**config.mk**
```make
export PLATFORM = sky130hd
export DESIGN_NAME = uart_tx_arbiter_flat
export DESIGN_NICKNAME = d
export VERILOG_FILES = /design/src/rtl/uart_tx_arbiter_if.sv /design/src/rtl/uart_tx_arbiter.sv /design/src/flat_wrapper.sv
export SDC_FILE = /design/constraint.sdc
export NUM_CORES = 1
export LEC_CHECK = 0
export BUFFER_PORTS_ARGS = -buffer_cell sky130_fd_sc_hd__buf_2
export CAP_MARGIN = 20
export CORE_MARGIN = 2
export CORE_UTILIZATION = 50
export CTS_CLUSTER_DIAMETER = 200
export CTS_CLUSTER_SIZE = 20
export DETAILED_ROUTE_END_ITERATION = 7
export GPL_ROUTABILITY_DRIVEN = 0
export HOLD_SLACK_MARGIN = 0.02
export PLACE_DENSITY = 0.86
export SLEW_MARGIN = 0
export SYNTH_ARGS = -nofsm -noshare
export SYNTH_HDL_FRONTEND = slang
export SYNTH_SLANG_ARGS = --single-unit
```
**constraint.sdc**
```tcl
create_clock -name clk -period 3.2 [get_ports clk]
set_clock_uncertainty 0.2 [all_clocks]
set_input_delay 0.64 -clock clk [delete_from_list [all_inputs] [get_ports clk]]
set_output_delay 0.64 -clock clk [all_outputs]
set_load 0.1 [all_outputs]
```
**src/rtl/uart_tx_arbiter_if.sv**
```systemverilog
// Bundle of source-side byte streams and UART-side byte handshake for
// uart_tx_arbiter. The slave modport is the arbiter's view. The master modport
// is the view of whatever drives the sources and the UART ready.
interface uart_tx_arbiter_if #(
   parameter int NUM_SRC   = 4,
   parameter int DATA_BITS = 8
);
   localparam int GW = $clog2(NUM_SRC);

   logic [NUM_SRC-1:0]           src_vld;
   logic [NUM_SRC*DATA_BITS-1:0] src_data;
   logic [NUM_SRC-1:0]           src_last;
   logic [NUM_SRC-1:0]           src_rdy;
   logic                         uart_tx_rdy;
   logic                         uart_tx_vld;
   logic [DATA_BITS-1:0]         uart_tx_data;
   logic [GW-1:0]                grant_id;
   logic                         busy;
   logic                         timeout_err;

   modport master (
      output src_vld, src_data, src_last, uart_tx_rdy,
      input  src_rdy, uart_tx_vld, uart_tx_data, grant_id, busy, timeout_err
   );

   modport slave (
      input  src_vld, src_data, src_last, uart_tx_rdy,
      output src_rdy, uart_tx_vld, uart_tx_data, grant_id, busy, timeout_err
   );
endinterface

```
**src/rtl/uart_tx_arbiter.sv**
```systemverilog
// Packet-locked round-robin arbiter that merges several byte streams onto a
// single UART transmitter. A granted source keeps the transmitter until its
// last byte is accepted by the UART, or until it stalls mid-packet for
// IDLE_TIMEOUT cycles.
//
// state    | meaning
// ---------+-----------------------------------------------------------
// ARB_IDLE | no grant held; pick next requester round-robin
// ARB_XFER | granted source may hand over one byte; stall timer runs
// ARB_WAIT | byte held on uart_tx_*; waiting for UART to take it
module uart_tx_arbiter #(
   parameter int NUM_SRC      = 4,
   parameter int DATA_BITS    = 8,
   parameter int IDLE_TIMEOUT = 1024
) (
   input  logic               clk,
   input  logic               reset,
   uart_tx_arbiter_if.slave   bus
);

   localparam int GW = $clog2(NUM_SRC);
   localparam int CW = $clog2(IDLE_TIMEOUT + 1);
   localparam logic [CW-1:0] STALL_MAX = CW'(IDLE_TIMEOUT);
   localparam logic [GW-1:0] GRANT_RST = GW'(NUM_SRC - 1);

   typedef enum logic [1:0] {
      ARB_IDLE = 2'd0,
      ARB_XFER = 2'd1,
      ARB_WAIT = 2'd2
   } state_t;

   state_t               state_q, state_d;
   logic [GW-1:0]        grant_id_q, grant_id_d;
   logic                 tx_vld_q, tx_vld_d;
   logic [DATA_BITS-1:0] tx_data_q, tx_data_d;
   logic                 last_q, last_d;
   logic [CW-1:0]        stall_q, stall_d;
   logic                 timeout_err_q, timeout_err_d;

   logic                 rr_found;
   logic [GW-1:0]        rr_pick;
   logic                 sel_vld;
   logic                 sel_last;
   logic [DATA_BITS-1:0] sel_data;
   logic                 src_hs;
   logic [NUM_SRC-1:0]   src_rdy;
   logic                 busy;

   // State and datapath registers with synchronous reset; grant resets to
   // the top index so source 0 is the first to win.
   always_ff @(posedge clk) begin
      if (reset) begin
         state_q       <= ARB_IDLE;
         grant_id_q    <= GRANT_RST;
         tx_vld_q      <= 1'b0;
         tx_data_q     <= '0;
         last_q        <= 1'b0;
         stall_q       <= '0;
         timeout_err_q <= 1'b0;
      end else begin
         state_q       <= state_d;
         grant_id_q    <= grant_id_d;
         tx_vld_q      <= tx_vld_d;
         tx_data_q     <= tx_data_d;
         last_q        <= last_d;
         stall_q       <= stall_d;
         timeout_err_q <= timeout_err_d;
      end
   end

   // Round-robin search starting just after the last grant; wraps modulo
   // NUM_SRC so non-power-of-two source counts work.
   always_comb begin
      rr_found = 1'b0;
      rr_pick  = grant_id_q;
      for (int k = 1; k <= NUM_SRC; k++) begin
         if (!rr_found && bus.src_vld[(int'(grant_id_q) + k) % NUM_SRC]) begin
            rr_found = 1'b1;
            rr_pick  = GW'((int'(grant_id_q) + k) % NUM_SRC);
         end
      end
   end

   // Mux out the granted source's stream.
   always_comb begin
      sel_vld  = bus.src_vld[grant_id_q];
      sel_last = bus.src_last[grant_id_q];
      sel_data = bus.src_data[int'(grant_id_q)*DATA_BITS +: DATA_BITS];
      src_hs   = sel_vld && src_rdy[grant_id_q];
   end

   // Next-state and datapath updates.
   always_comb begin
      state_d       = state_q;
      grant_id_d    = grant_id_q;
      tx_vld_d      = tx_vld_q;
      tx_data_d     = tx_data_q;
      last_d        = last_q;
      stall_d       = stall_q;
      timeout_err_d = 1'b0;
      case (state_q)
         ARB_IDLE: begin
            if (rr_found) begin
               grant_id_d = rr_pick;
               stall_d    = '0;
               state_d    = ARB_XFER;
            end
         end
         ARB_XFER: begin
            if (src_hs) begin
               tx_data_d = sel_data;
               last_d    = sel_last;
               tx_vld_d  = 1'b1;
               stall_d   = '0;
               state_d   = ARB_WAIT;
            end else if (!sel_vld) begin
               // The increment that reaches the limit ends the packet; the
               // error pulse lands in the following ARB_IDLE cycle.
               if (stall_q >= STALL_MAX - 1'b1) begin
                  stall_d       = STALL_MAX;
                  timeout_err_d = 1'b1;
                  state_d       = ARB_IDLE;
               end else begin
                  stall_d = stall_q + 1'b1;
               end
            end
         end
         ARB_WAIT: begin
            // Stall timer is frozen here: UART backpressure is not a stall.
            if (bus.uart_tx_rdy) begin
               tx_vld_d = 1'b0;
               if (last_q) begin
                  state_d = ARB_IDLE;
               end else begin
                  stall_d = '0;
                  state_d = ARB_XFER;
               end
            end
         end
         default: begin
            state_d = ARB_IDLE;
         end
      endcase
   end

   // Outputs decoded from registered state: ready only toward the granted
   // source, and only while no byte is pending on the UART side.
   always_comb begin
      src_rdy = '0;
      if (state_q == ARB_XFER && !tx_vld_q) begin
         src_rdy[grant_id_q] = 1'b1;
      end
      busy = (state_q != ARB_IDLE);
   end

   assign bus.src_rdy      = src_rdy;
   assign bus.busy         = busy;
   assign bus.uart_tx_vld  = tx_vld_q;
   assign bus.uart_tx_data = tx_data_q;
   assign bus.grant_id     = grant_id_q;
   assign bus.timeout_err  = timeout_err_q;

endmodule

```
**src/flat_wrapper.sv**
```systemverilog
// flat-port wrapper written by rule: the top's interface ports become plain ports
module uart_tx_arbiter_flat 
#(
   parameter int NUM_SRC      = 4,
   parameter int DATA_BITS    = 8,
   parameter int IDLE_TIMEOUT = 1024
)
  (clk, reset, bus_src_vld, bus_src_data, bus_src_last, bus_uart_tx_rdy, bus_src_rdy, bus_uart_tx_vld, bus_uart_tx_data, bus_grant_id, bus_busy, bus_timeout_err);
  uart_tx_arbiter_if #(.NUM_SRC(NUM_SRC), .DATA_BITS(DATA_BITS)) bus_i ();
  input  logic clk;
  input  logic reset;
  input wire logic [$bits(bus_i.src_vld)-1:0] bus_src_vld;
  input wire logic [$bits(bus_i.src_data)-1:0] bus_src_data;
  input wire logic [$bits(bus_i.src_last)-1:0] bus_src_last;
  input wire logic [$bits(bus_i.uart_tx_rdy)-1:0] bus_uart_tx_rdy;
  output wire logic [$bits(bus_i.src_rdy)-1:0] bus_src_rdy;
  output wire logic [$bits(bus_i.uart_tx_vld)-1:0] bus_uart_tx_vld;
  output wire logic [$bits(bus_i.uart_tx_data)-1:0] bus_uart_tx_data;
  output wire logic [$bits(bus_i.grant_id)-1:0] bus_grant_id;
  output wire logic [$bits(bus_i.busy)-1:0] bus_busy;
  output wire logic [$bits(bus_i.timeout_err)-1:0] bus_timeout_err;
  assign bus_i.src_vld = bus_src_vld;
  assign bus_i.src_data = bus_src_data;
  assign bus_i.src_last = bus_src_last;
  assign bus_i.uart_tx_rdy = bus_uart_tx_rdy;
  assign bus_src_rdy = bus_i.src_rdy;
  assign bus_uart_tx_vld = bus_i.uart_tx_vld;
  assign bus_uart_tx_data = bus_i.uart_tx_data;
  assign bus_grant_id = bus_i.grant_id;
  assign bus_busy = bus_i.busy;
  assign bus_timeout_err = bus_i.timeout_err;
  uart_tx_arbiter #(.NUM_SRC(NUM_SRC), .DATA_BITS(DATA_BITS), .IDLE_TIMEOUT(IDLE_TIMEOUT)) u_core (.clk(clk), .reset(reset), .bus(bus_i));
endmodule
```
==> results of run 1 <==
-- synthesized netlist by cell type, types with 3 or more instances --
cell	n	area (µm²)
mux4_2	12	270
nand2_1	5	18.8
buf_2	3	15.0
o21ai_0	6	30.0
o31ai_1	10	75.1
and2_1	5	31.3
ha_1	5	62.6
dfxtp_1	26	521
nor3_1	5	25.0
clkbuf_1	3	11.3
or4_1	7	52.6
a21oi_1	13	65.1
nand3_1	4	20.0
mux2i_1	13	130
nor2_1	21	78.8
inv_1	12	45.0
buf_6	5	56.3
-- worst paths after layout --
kind                                             from                              to  slack, ns  cells past startpoint
hold / removal         u_core.stall_q[8]$_SDFFE_PP0P_  u_core.stall_q[8]$_SDFFE_PP0P_       0.30                      2
hold reg to reg        u_core.stall_q[8]$_SDFFE_PP0P_  u_core.stall_q[8]$_SDFFE_PP0P_       0.30                      2
setup / recovery  u_core.bus.grant_id[0]$_SDFFE_PP1P_  u_core.stall_q[9]$_SDFFE_PP0P_       0.52                      8
setup reg to reg  u_core.bus.grant_id[0]$_SDFFE_PP1P_  u_core.stall_q[9]$_SDFFE_PP0P_       0.52                      8
-- registers in the layout, indices dropped and copies added, names as in the netlist --
signal	count
u_core.bus.uart_tx_vld	1
u_core.bus.grant_id	2
u_core.state_q	2
u_core.bus.timeout_err	1
u_core.stall_q	11
u_core.last_q	1
u_core.bus.uart_tx_data	8
-- through the flow --
step                hold slack (ns)  std cells  worst slack (ns)
floorplan                     0.252        181            0.0766
global placement              0.263        278             0.644
detailed placement            0.274        278             0.593
CTS                           0.294        282             0.530
global route                  0.339        282             0.308
finish                        0.299        282             0.524
-- logic make-up after synthesis --
family / after synthesis / synth area share
flops: 26 / 0.295
fa+ha+maj: 5 / 0.0355
mux: 27 / 0.257
compound gates: 39 / 0.150
simple gates: 58 / 0.176
buf+inv: 24 / 0.0766
xor+xnor: 2 / 0.00994
-- cell type report --
cell class / instances / area share
multi-input cells: 131 / 0.524
clock buffers: 3 / 0.0107
flip-flops and latches: 26 / 0.249
well taps: 46 / 0.0272
clock inverters: 1 / 0.0142
inverters: 12 / 0.0213
repair buffers: 63 / 0.154
-- report_power, final --
| part | internal, mW | switching, mW |
|---|---|---|
| Sequential | 0.386 | 0.0440 |
| Clock | 0.127 | 0.0976 |
| Combinational | 0.471 | 0.910 |
| Total | 0.984 | 1.05 |
-- routing by layer --
layer  up-vias  global-route usage  wire length, µm
li1        794                   -                -
met5         -                   0                0
met3         4              0.0446              260
met2        62               0.346             1900
met1       757               0.261             1590
met4         0              0.0380               29
-- worst max-delay path: stages (launching register included) --
cell and delay [ns]:
dfxtp_4 0.37, inv_1 0.05, ha_1 0.45, nor4bb_1 0.22, nor3_1 0.37, o221ai_2 0.15
buf_4 0.21, or4_1 0.42, a21oi_1 0.15
==> results.md, run 1 <==
- Mean Syn Cell Area: a little under 10 µm²
- Die X-Extent: roughly 63 µm
- I/O pin count: 60
- Core ar.: 3360 µm²
- Post-Syn Nets: between 200 and 250
- Unrepaired setup endpoints after global routing: no
- Final critical-path share of the clock period: 0.836
- Crit path max fanout: 20
- Post-Layout Inst Area: about 2100 µm²
- WS Path Type: flip-flop to flip-flop
- Setup bufs post-CTS: 0
- Synth async-reset ratio: 0
- Sequential area share after synthesis: 0.295
- Power, Total: 2.04 mW
- Rel. slew slack: 0.637
- Cell leakage power: around 0.89 nW
- Netlist cell types: 40
- Required time of the critical path: around 3.3 ns
- Minimum clock period: 2.68 ns
- Outcome: complete, no violations
- ANT nets after route: 0
- CTS Hold Buffers Added: 0
- Setup TNS Final: 0 ns
- Post-synth top flop: dfxtp_1
- Std-Cell Rows: 21
- Buffers on Ports: 59
- Crit path DAT: ~2.7 ns
- Fraction of layout cells with a size suffix above 1: 0.364
- EDFF count, synth: 0
- Max Buffers Root-to-Sink: 2
- Multi-input gate area: 1110 µm²
- Largest net degree at the start of global routing: 26
- Ant diodes: 0
- Max-cap violations: 0
- Post-Synthesis Cells: between 150 and 200
- Final setup viols: 0
- Slew Viols, Final: 0
- Cts repair resizes: 0
- Root Driver: clkbuf_4
- Hold/Removal Path Class: flip-flop to flip-flop
- Area grow syn2layout: 19.9%
- Vias: 1617
- Residual DRC: 0
- Grt ovf: 0
- Worst vdd ir: around 1.1 mV
- Drt first pass iters: 4
- Most common cell after layout, fill and taps aside: buf_2
- First-pass GRT wire length: approximately 6.7 mm
- TritonCTS Buffers: 3
- FF+latch area: 526 µm²
- Via density: 5.73
- Gr usage total: 0.201
- Initial Util: 0.524
- Worst-margin pin slew: between 0.5 and 0.6 ns
- Max Fclk: roughly 0.37 GHz
- Detailed Route Iter0 Violations: approximately 110
- Final hold violation count: 0
- Power per cell area: a little under 1000 nW/µm²
- HPWL after detailed placement: ~2.9 mm
- Area of the die: roughly 4000 µm²
- Chip Height: roughly 63 µm
- Critical Path End Type: flip-flop
- Placed instance area: roughly 2100 µm²
- Clock H-tree levels: 1
- DRT Wirelength: between 3 and 4 mm
- Synthesized area: between 1500 and 2000 µm²
- Warnings from Yosys: 0
- Clk_lat worst skew: roughly 0.32 ns
- Crit path launch type: flip-flop
- Antenna violations before repair: 0
- CTS tree: built
- Clock transition at the registers of the reported paths: approximately 0.15 ns
- Commonest non-fill, non-tap cells in the layout: buf_2 (59), dfxtp_1 (24), nor2_1 (21)
- Nets: around 290
- Vias in the first global route: ~1500
- Post-Route Utilization: 0.628
- CTS sink count: 26
- Fillers: 320
- Seq cells post-synth: 26
- DR WL/cell: about 13 µm
No activity file was read; power rests on OpenSTA's default activity.
==> run 2: changes to the inputs <==
--- a/config.mk
+++ b/config.mk
@@ -5,16 +5,17 @@
 export SDC_FILE = /design/constraint.sdc
 export NUM_CORES = 1
 export LEC_CHECK = 0
+export ABC_AREA = 1
 export BUFFER_PORTS_ARGS = -buffer_cell sky130_fd_sc_hd__buf_2
 export CAP_MARGIN = 20
 export CORE_MARGIN = 2
-export CORE_UTILIZATION = 50
+export CORE_UTILIZATION = 46
 export CTS_CLUSTER_DIAMETER = 200
 export CTS_CLUSTER_SIZE = 20
 export DETAILED_ROUTE_END_ITERATION = 7
 export GPL_ROUTABILITY_DRIVEN = 0
 export HOLD_SLACK_MARGIN = 0.02
-export PLACE_DENSITY = 0.86
+export PLACE_DENSITY = 0.82
 export SLEW_MARGIN = 0
 export SYNTH_ARGS = -nofsm -noshare
 export SYNTH_HDL_FRONTEND = slang
==> constraint.sdc (replaced) <==
create_clock -name clk -period 2.4 [get_ports clk]
set_clock_uncertainty 0.2 [all_clocks]
set_input_delay 0.48 -clock clk [delete_from_list [all_inputs] [get_ports clk]]
set_output_delay 0.48 -clock clk [all_outputs]
set_load 0.1 [all_outputs]
==> run 2 against run 1 <==
Net effect:
- utilization shrank 2.4 points
- combinational power grew 78%
- power grew 66%
- clock power grew 8%
- hold slack lost 0.052 ns
- sequential power grew 61%
- largest power group unchanged
- cell count grew 47%
- synthesized cell count grew 71%
- synthesized area grew 5.8%
- largest cell class unchanged
- sequential cell count is the same
- non-clock buffer count grew 2
- wire length grew 22%
==> results.md, run 2 <==
- Synth area leaders: dfxtp_1 (28%), nand2_1 (13%), nor2_1 (12%), o21ai_0 (8.0%), nand3_1 (6.4%)
- Post-Syn Nets: roughly 360
- Fraction of layout cells with a size suffix above 1: 0.247
- Clock H-tree levels: 1
- Grt ovf: 0
- WS Path Type: flip-flop to output pin
- EDFF count, synth: 0
- TritonCTS Buffers: 3
- Cell leakage power: approximately 1.1 nW
- Final setup viols: 0
- Placed instance area: ~2300 µm²
- Crit path launch type: flip-flop
- Mean Syn Cell Area: ~6 µm²
- Unrepaired setup endpoints after global routing: no
- Drt first pass iters: 4
- Detailed Route Iter0 Violations: 96
- CP Launch Point: u_core.state_q[0]$_SDFFE_PP0P_
- Post-synth top flop: dfxtp_1
- R2R cell count: 10
- ANT nets after route: 0
- Worst r2r dst: u_core.stall_q[4]$_SDFFE_PP0P_
- Gr usage total: 0.219
- Via density: 5.09
- Chip Height: slightly below 70 µm
- Netlist cell types: 23
- Final critical-path share of the clock period: 0.936
- Synth top area share: 0.279
- Crit path DAT: 1.57 ns
- Critical Path End Type: output pin
- Setup bufs post-CTS: 0
- Synthesized area: 1870 µm²
- Reg2Reg Setup Slack: about 0.33 ns
- Core ar.: about 3900 µm²
- Buffers on Ports: slightly below 60
- Required time of the critical path: 1.72 ns
- Clk_lat worst skew: around 0.27 ns
- FF+latch area: about 530 µm²
- Root Driver: clkbuf_8
- First-pass GRT wire length: around 8.0 mm
- Area of the die: 4580 µm²
- Final hold violation count: 0
- Top cell type by total area after synthesis: dfxtp_1
- Minimum clock period: approximately 2.2 ns
- Commonest cells in the netlist: nand2_1 (66), nor2_1 (59), inv_1 (32), o21ai_0 (30), dfxtp_1 (26)
- Post-Synthesis Cells: 310
- Setup TNS Final: 0 ns
- DRT Wirelength: 4.60 mm
- CTS tree: built
- Count leader, synth: nand2_1
- Initial Util: 0.473
- Max FFs per register: 11
- I/O pin count: 60
- Area grow syn2layout: 27.7%
- Most flops, register: u_core.stall_q
- Grt met1 use: 0.247
- Worst vdd ir: 0.701 mV
- Vias in the first global route: between 1500 and 2000
- Die X-Extent: 67.7 µm
- CTS Hold Buffers Added: 0
- Antenna violations before repair: 0
- Ant diodes: 0
- Hold/Removal Path Class: flip-flop to flip-flop
- Max Buffers Root-to-Sink: 2
- Grt met2 use: 0.413
- Synth async-reset ratio: 0
- Commonest non-fill, non-tap cells in the layout: nand2_1 (65), nor2_1 (55), buf_2 (55)
- Warnings from Yosys: 0
- Max-cap violations: 0
- CTS sink count: 26
- Clock transition at the registers of the reported paths: 0.08 ns
- Seq cells post-synth: 26
- Outcome: complete, no violations
- Post-Layout Inst Area: ~2400 µm²
- Fillers: 354
- Nets: ~410
- Max Fclk: ~0.45 GHz
- Sequential area share after synthesis: 0.279
- Worst-margin pin slew: between 0.4 and 0.5 ns
- Power per cell area: between 1000 and 1500 nW/µm²
- DR WL/cell: 11.1 µm
- Cts repair resizes: 0
- Slew Viols, Final: 0
- Multi-input gate area: 1200 µm²
- Gr busiest metal: met2
- Met3 Usage GRT: 0.0433
- Vias: roughly 2100
- Rel. slew slack: 0.672
- Most common cell after layout, fill and taps aside: nand2_1
- Std-Cell Rows: 23
- Residual DRC: 0
- End of the critical path: bus_src_rdy[0]
- Crit path max fanout: 10
- Largest net degree at the start of global routing: 31
- Hold_ws: 0.246 ns
- FF-to-FF Start: u_core.bus.grant_id[1]$_SDFFE_PP1P_
- HPWL after detailed placement: 3.60 mm
==> run 2: cells by family (layout without fill, tap and decap cells) <==
group | Yosys count | after routing | share of synthesized area
AOI/OAI and AO/OA | 64 | 64 | 0.182
adders and majority gates | 5 | 5 | 0.0335
xor gates and xnor gates | 8 | 8 | 0.0376
and+or+nand+nor | 158 | 158 | 0.360
buffers and inverters | 49 | 104 | 0.107
DFF | 26 | 26 | 0.279
==> run 2: area by class of cell <==
class	count	share of cell area
clock buffers	3	0.0173
clock inverters	1	0.00158
inverters	35	0.0562
multi-input cells	235	0.504
flip-flops and latches	26	0.222
well taps	50	0.0263
repair buffers	65	0.173
==> run 2: layer usage <==
layer | wire [µm] | up-vias
li1 | - | 1103
met1 | 2000 | 928
met2 | 2250 | 72
met3 | 273 | 8
met4 | 73 | 0
met5 | 0 | -
==> run 2: worst min path at each step <==
stage / start / cells after the start / endpoint / slack, ns
2_1_floorplan: u_core.last_q$_SDFFE_PP0P_ / 2 / u_core.last_q$_SDFFE_PP0P_ / 0.23
3_3_place_gp: u_core.bus.uart_tx_data[1]$_SDFFE_PP0P_ / 2 / u_core.bus.uart_tx_data[1]$_SDFFE_PP0P_ / 0.23
3_5_place_dp: u_core.bus.uart_tx_data[6]$_SDFFE_PP0P_ / 2 / u_core.bus.uart_tx_data[6]$_SDFFE_PP0P_ / 0.24
4_1_cts: u_core.bus.uart_tx_data[5]$_SDFFE_PP0P_ / 2 / u_core.bus.uart_tx_data[5]$_SDFFE_PP0P_ / 0.25
5_1_grt: u_core.bus.uart_tx_data[1]$_SDFFE_PP0P_ / 2 / u_core.bus.uart_tx_data[1]$_SDFFE_PP0P_ / 0.27
6_report: u_core.bus.uart_tx_data[5]$_SDFFE_PP0P_ / 2 / u_core.bus.uart_tx_data[5]$_SDFFE_PP0P_ / 0.25
==> run 2: per-stage QoR <==
step	power (mW)	utilization	std cells	setup WS [ns]
after floorplan	2.71	-	310	0.00562
after global placement	3.11	0.593	411	0.405
after detailed placement	3.15	0.593	411	0.332
after CTS	3.40	0.604	415	0.142
after global routing	3.64	0.604	415	0.0391
final	3.39	0.604	415	0.154
==> run 2: critical path: stages (launching register included) <==
cell     delay [ns]
dfxtp_1        0.49
nand2_4        0.15
nor2_4         0.14
inv_1          0.17
nor2_4         0.17
buf_12         0.18
==> run 2: report_power, final <==
group | switching, mW | total, mW | internal (mW) | leakage [nW]
combinational | 1.80 | 2.45 | 0.649 | 0.845
sequential | 0.118 | 0.693 | 0.576 | 0.213
clock | 0.129 | 0.243 | 0.114 | 0.0231
total | 2.05 | 3.39 | 1.34 | 1.08
==> run 3: changes to the inputs <==
--- a/config.mk
+++ b/config.mk
@@ -5,11 +5,10 @@
 export SDC_FILE = /design/constraint.sdc
 export NUM_CORES = 1
 export LEC_CHECK = 0
-export ABC_AREA = 1
 export BUFFER_PORTS_ARGS = -buffer_cell sky130_fd_sc_hd__buf_2
 export CAP_MARGIN = 20
 export CORE_MARGIN = 2
-export CORE_UTILIZATION = 46
+export CORE_UTILIZATION = 45
 export CTS_CLUSTER_DIAMETER = 200
 export CTS_CLUSTER_SIZE = 20
 export DETAILED_ROUTE_END_ITERATION = 7
==> run 3 against run 2 <==
Net effect:
- the run now ends with negative setup slack left
- die area decreased by 3.2%
- utilization increased by 4.9 points
- critical path depth increased by 3
- count of clock-buffer cells in the layout increased by 1
- wire length decreased by 6.7%
- critical path type is now flip-flop to flip-flop
- largest power group unchanged
- highest routed layer unchanged
==> results.md, run 3 (synthesized netlist as in run 1, its figures left out) <==
- Outcome: complete, but fails checks
- Failing checks: negative setup slack
- Cell total after placement: about 280
- Final critical-path share of the clock period: 1.00
- WS Path Type: flip-flop to flip-flop
- Vias in the first global route: ~1500
- DRT Wirelength: around 4.3 mm
- Area grow syn2layout: 37.8%
- Max Fclk: 0.416 GHz
- Required time of the critical path: ~2.4 ns
- Clock Power Share: 0.098
- Max-cap violations: 0
- Ant diodes: 0
- ANT nets after route: 0
- Minimum clock period: ~2.4 ns
- Worst-margin pin slew: 0.543 ns
- Die X-Extent: about 67 µm
- Switch share: 0.485
- Rel. slew slack: 0.629
- Slew Viols, Final: 0
- Nets: about 300
- Final setup margin: -0.00208 ns
- Crit path launch type: flip-flop
- HPWL after detailed placement: slightly below 3 mm
- Cell leakage power: slightly below 1 nW
- Final setup viols: 1
- Drt first pass iters: 4
- Crit path max fanout: 20
- Via density: 5.79
- Vias: 1701
- Crit path DAT: between 2 and 2.5 ns
- Max FFs per register: 11
- Largest net degree at the start of global routing: 21
- Commonest non-fill, non-tap cells in the layout: buf_2 (55), dfxtp_1 (24), nor2_1 (21)
- Psw: about 1.6 mW
- I/O pin count: 60
- Clock H-tree levels: 1
- DR WL/cell: about 15 µm
- Hold_ws: slightly below 0.3 ns
- TritonCTS Buffers: 3
- First-pass GRT wire length: between 6 and 7 mm
- Worst vdd ir: between 1 and 1.5 mV
- Detailed Route Iter0 Violations: about 110
- Comb power frac: 0.716
- Final std cells w/o fill: 294
- Most flops, register: u_core.stall_q
- Most common cell after layout, fill and taps aside: buf_2
- Grt ovf: 0
- Fraction of layout cells with a size suffix above 1: 0.476
- Final hold violation count: 0
- Max Buffers Root-to-Sink: 2
- CTS sink count: 26
- Area of the die: between 4000 and 5000 µm²
- Seq pwr share: 0.186
- Initial Util: 0.474
- Internal power: about 1.7 mW
- Residual DRC: 0
- Gr usage total: 0.198
- Buffers on Ports: a little under 60
- CTS tree: built
- Power per cell area: 1360 nW/µm²
- Critical Path End Type: flip-flop
- CTS Hold Buffers Added: 0
- Std-Cell Rows: 22
- Unrepaired setup endpoints after global routing: yes
- Core ar.: 3720 µm²
- Root Driver: clkbuf_8
- Hold/Removal Path Class: flip-flop to flip-flop
- Clock transition at the registers of the reported paths: 0.09 ns
- Clk_lat worst skew: 0.27 ns
- Antenna violations before repair: 0
- Chip Height: about 67 µm
[run 3: changes by cell type in the layout (fill, tap and decap cells not counted), moves of 7 or more]
cell,delta
a21oi_1,-11
inv_1,-21
o31ai_1,+9
nand2_1,-60
o22ai_1,-9
or4_1,+7
mux4_2,+13
nand3_1,-18
o21ai_0,-24
nor2_1,-34
mux2i_1,+12
[run 3: final cells by class]
type	count	area [µm²]
inverters	12	52.6
flip-flops and latches	26	528
multi-input cells	132	1220
fillers	296	1290
well taps	48	60.1
clock buffers	4	66.3
repair buffers	72	500
[run 3: final timing paths]
path / start / endpoint / slack (ns) / cells past startpoint
max: u_core.bus.grant_id[1]$_SDFFE_PP1P_ / u_core.stall_q[5]$_SDFFE_PP0P_ / -0.002 / 8
min: u_core.stall_q[9]$_SDFFE_PP0P_ / u_core.stall_q[9]$_SDFFE_PP0P_ / 0.29 / 2
max reg2reg: u_core.bus.grant_id[1]$_SDFFE_PP1P_ / u_core.stall_q[5]$_SDFFE_PP0P_ / -0.002 / 8
min reg2reg: u_core.stall_q[9]$_SDFFE_PP0P_ / u_core.stall_q[9]$_SDFFE_PP0P_ / 0.29 / 2
[run 3: metal layers]
metal	vias up	share of wire	global-route usage
met1	820	0.42	0.240
met3	12	0.033	0.0338
li1	821	-	-
met2	48	0.52	0.361
met4	0	0.020	0.0434
met5	-	0	0
[run 3: what timing repair did]
item                       in CTS  in global routing
gates resized for setup         4                  7
pin swaps                       3                  4
setup endpoints to repair      10                 12
buffers inserted                2                  4
cloned                          1                  1
[run 3: worst max-delay path: stages, from the launching register on]
cell      delay (ns)
dfxtp_4         0.38
inv_2           0.06
ha_4            0.28
mux2i_2         0.16
a32oi_2         0.33
o221ai_2        0.18
buf_12          0.20
or4_1           0.41
a21oi_1         0.14
[run 3: power by group through the flow]
stage                     sequential, mW  clock, mW  combinational (mW)
after floorplan                    0.981          0                1.45
after global placement             0.616          0                2.08
after detailed placement           0.622          0                2.12
after CTS                          0.615      0.325                2.26
after global routing               0.624      0.342                2.52
final                              0.612      0.323                2.36
[run 3: through the flow]
stage / instance area [µm²] / worst slack, ns / power [mW] / TNS [ns] / util
after floorplan: 1880 / -0.335 / 2.43 / -4.51 / -
after detailed placement: 2230 / -0.0249 / 2.74 / -0.0536 / 0.600
after CTS: 2370 / 0.000975 / 3.20 / 0 / 0.638
after global routing: 2430 / -0.0896 / 3.49 / -0.544 / 0.654
final: 2430 / -0.00208 / 3.30 / -0.00208 / 0.654
after global placement: 2230 / 0.0324 / 2.70 / 0 / 0.600
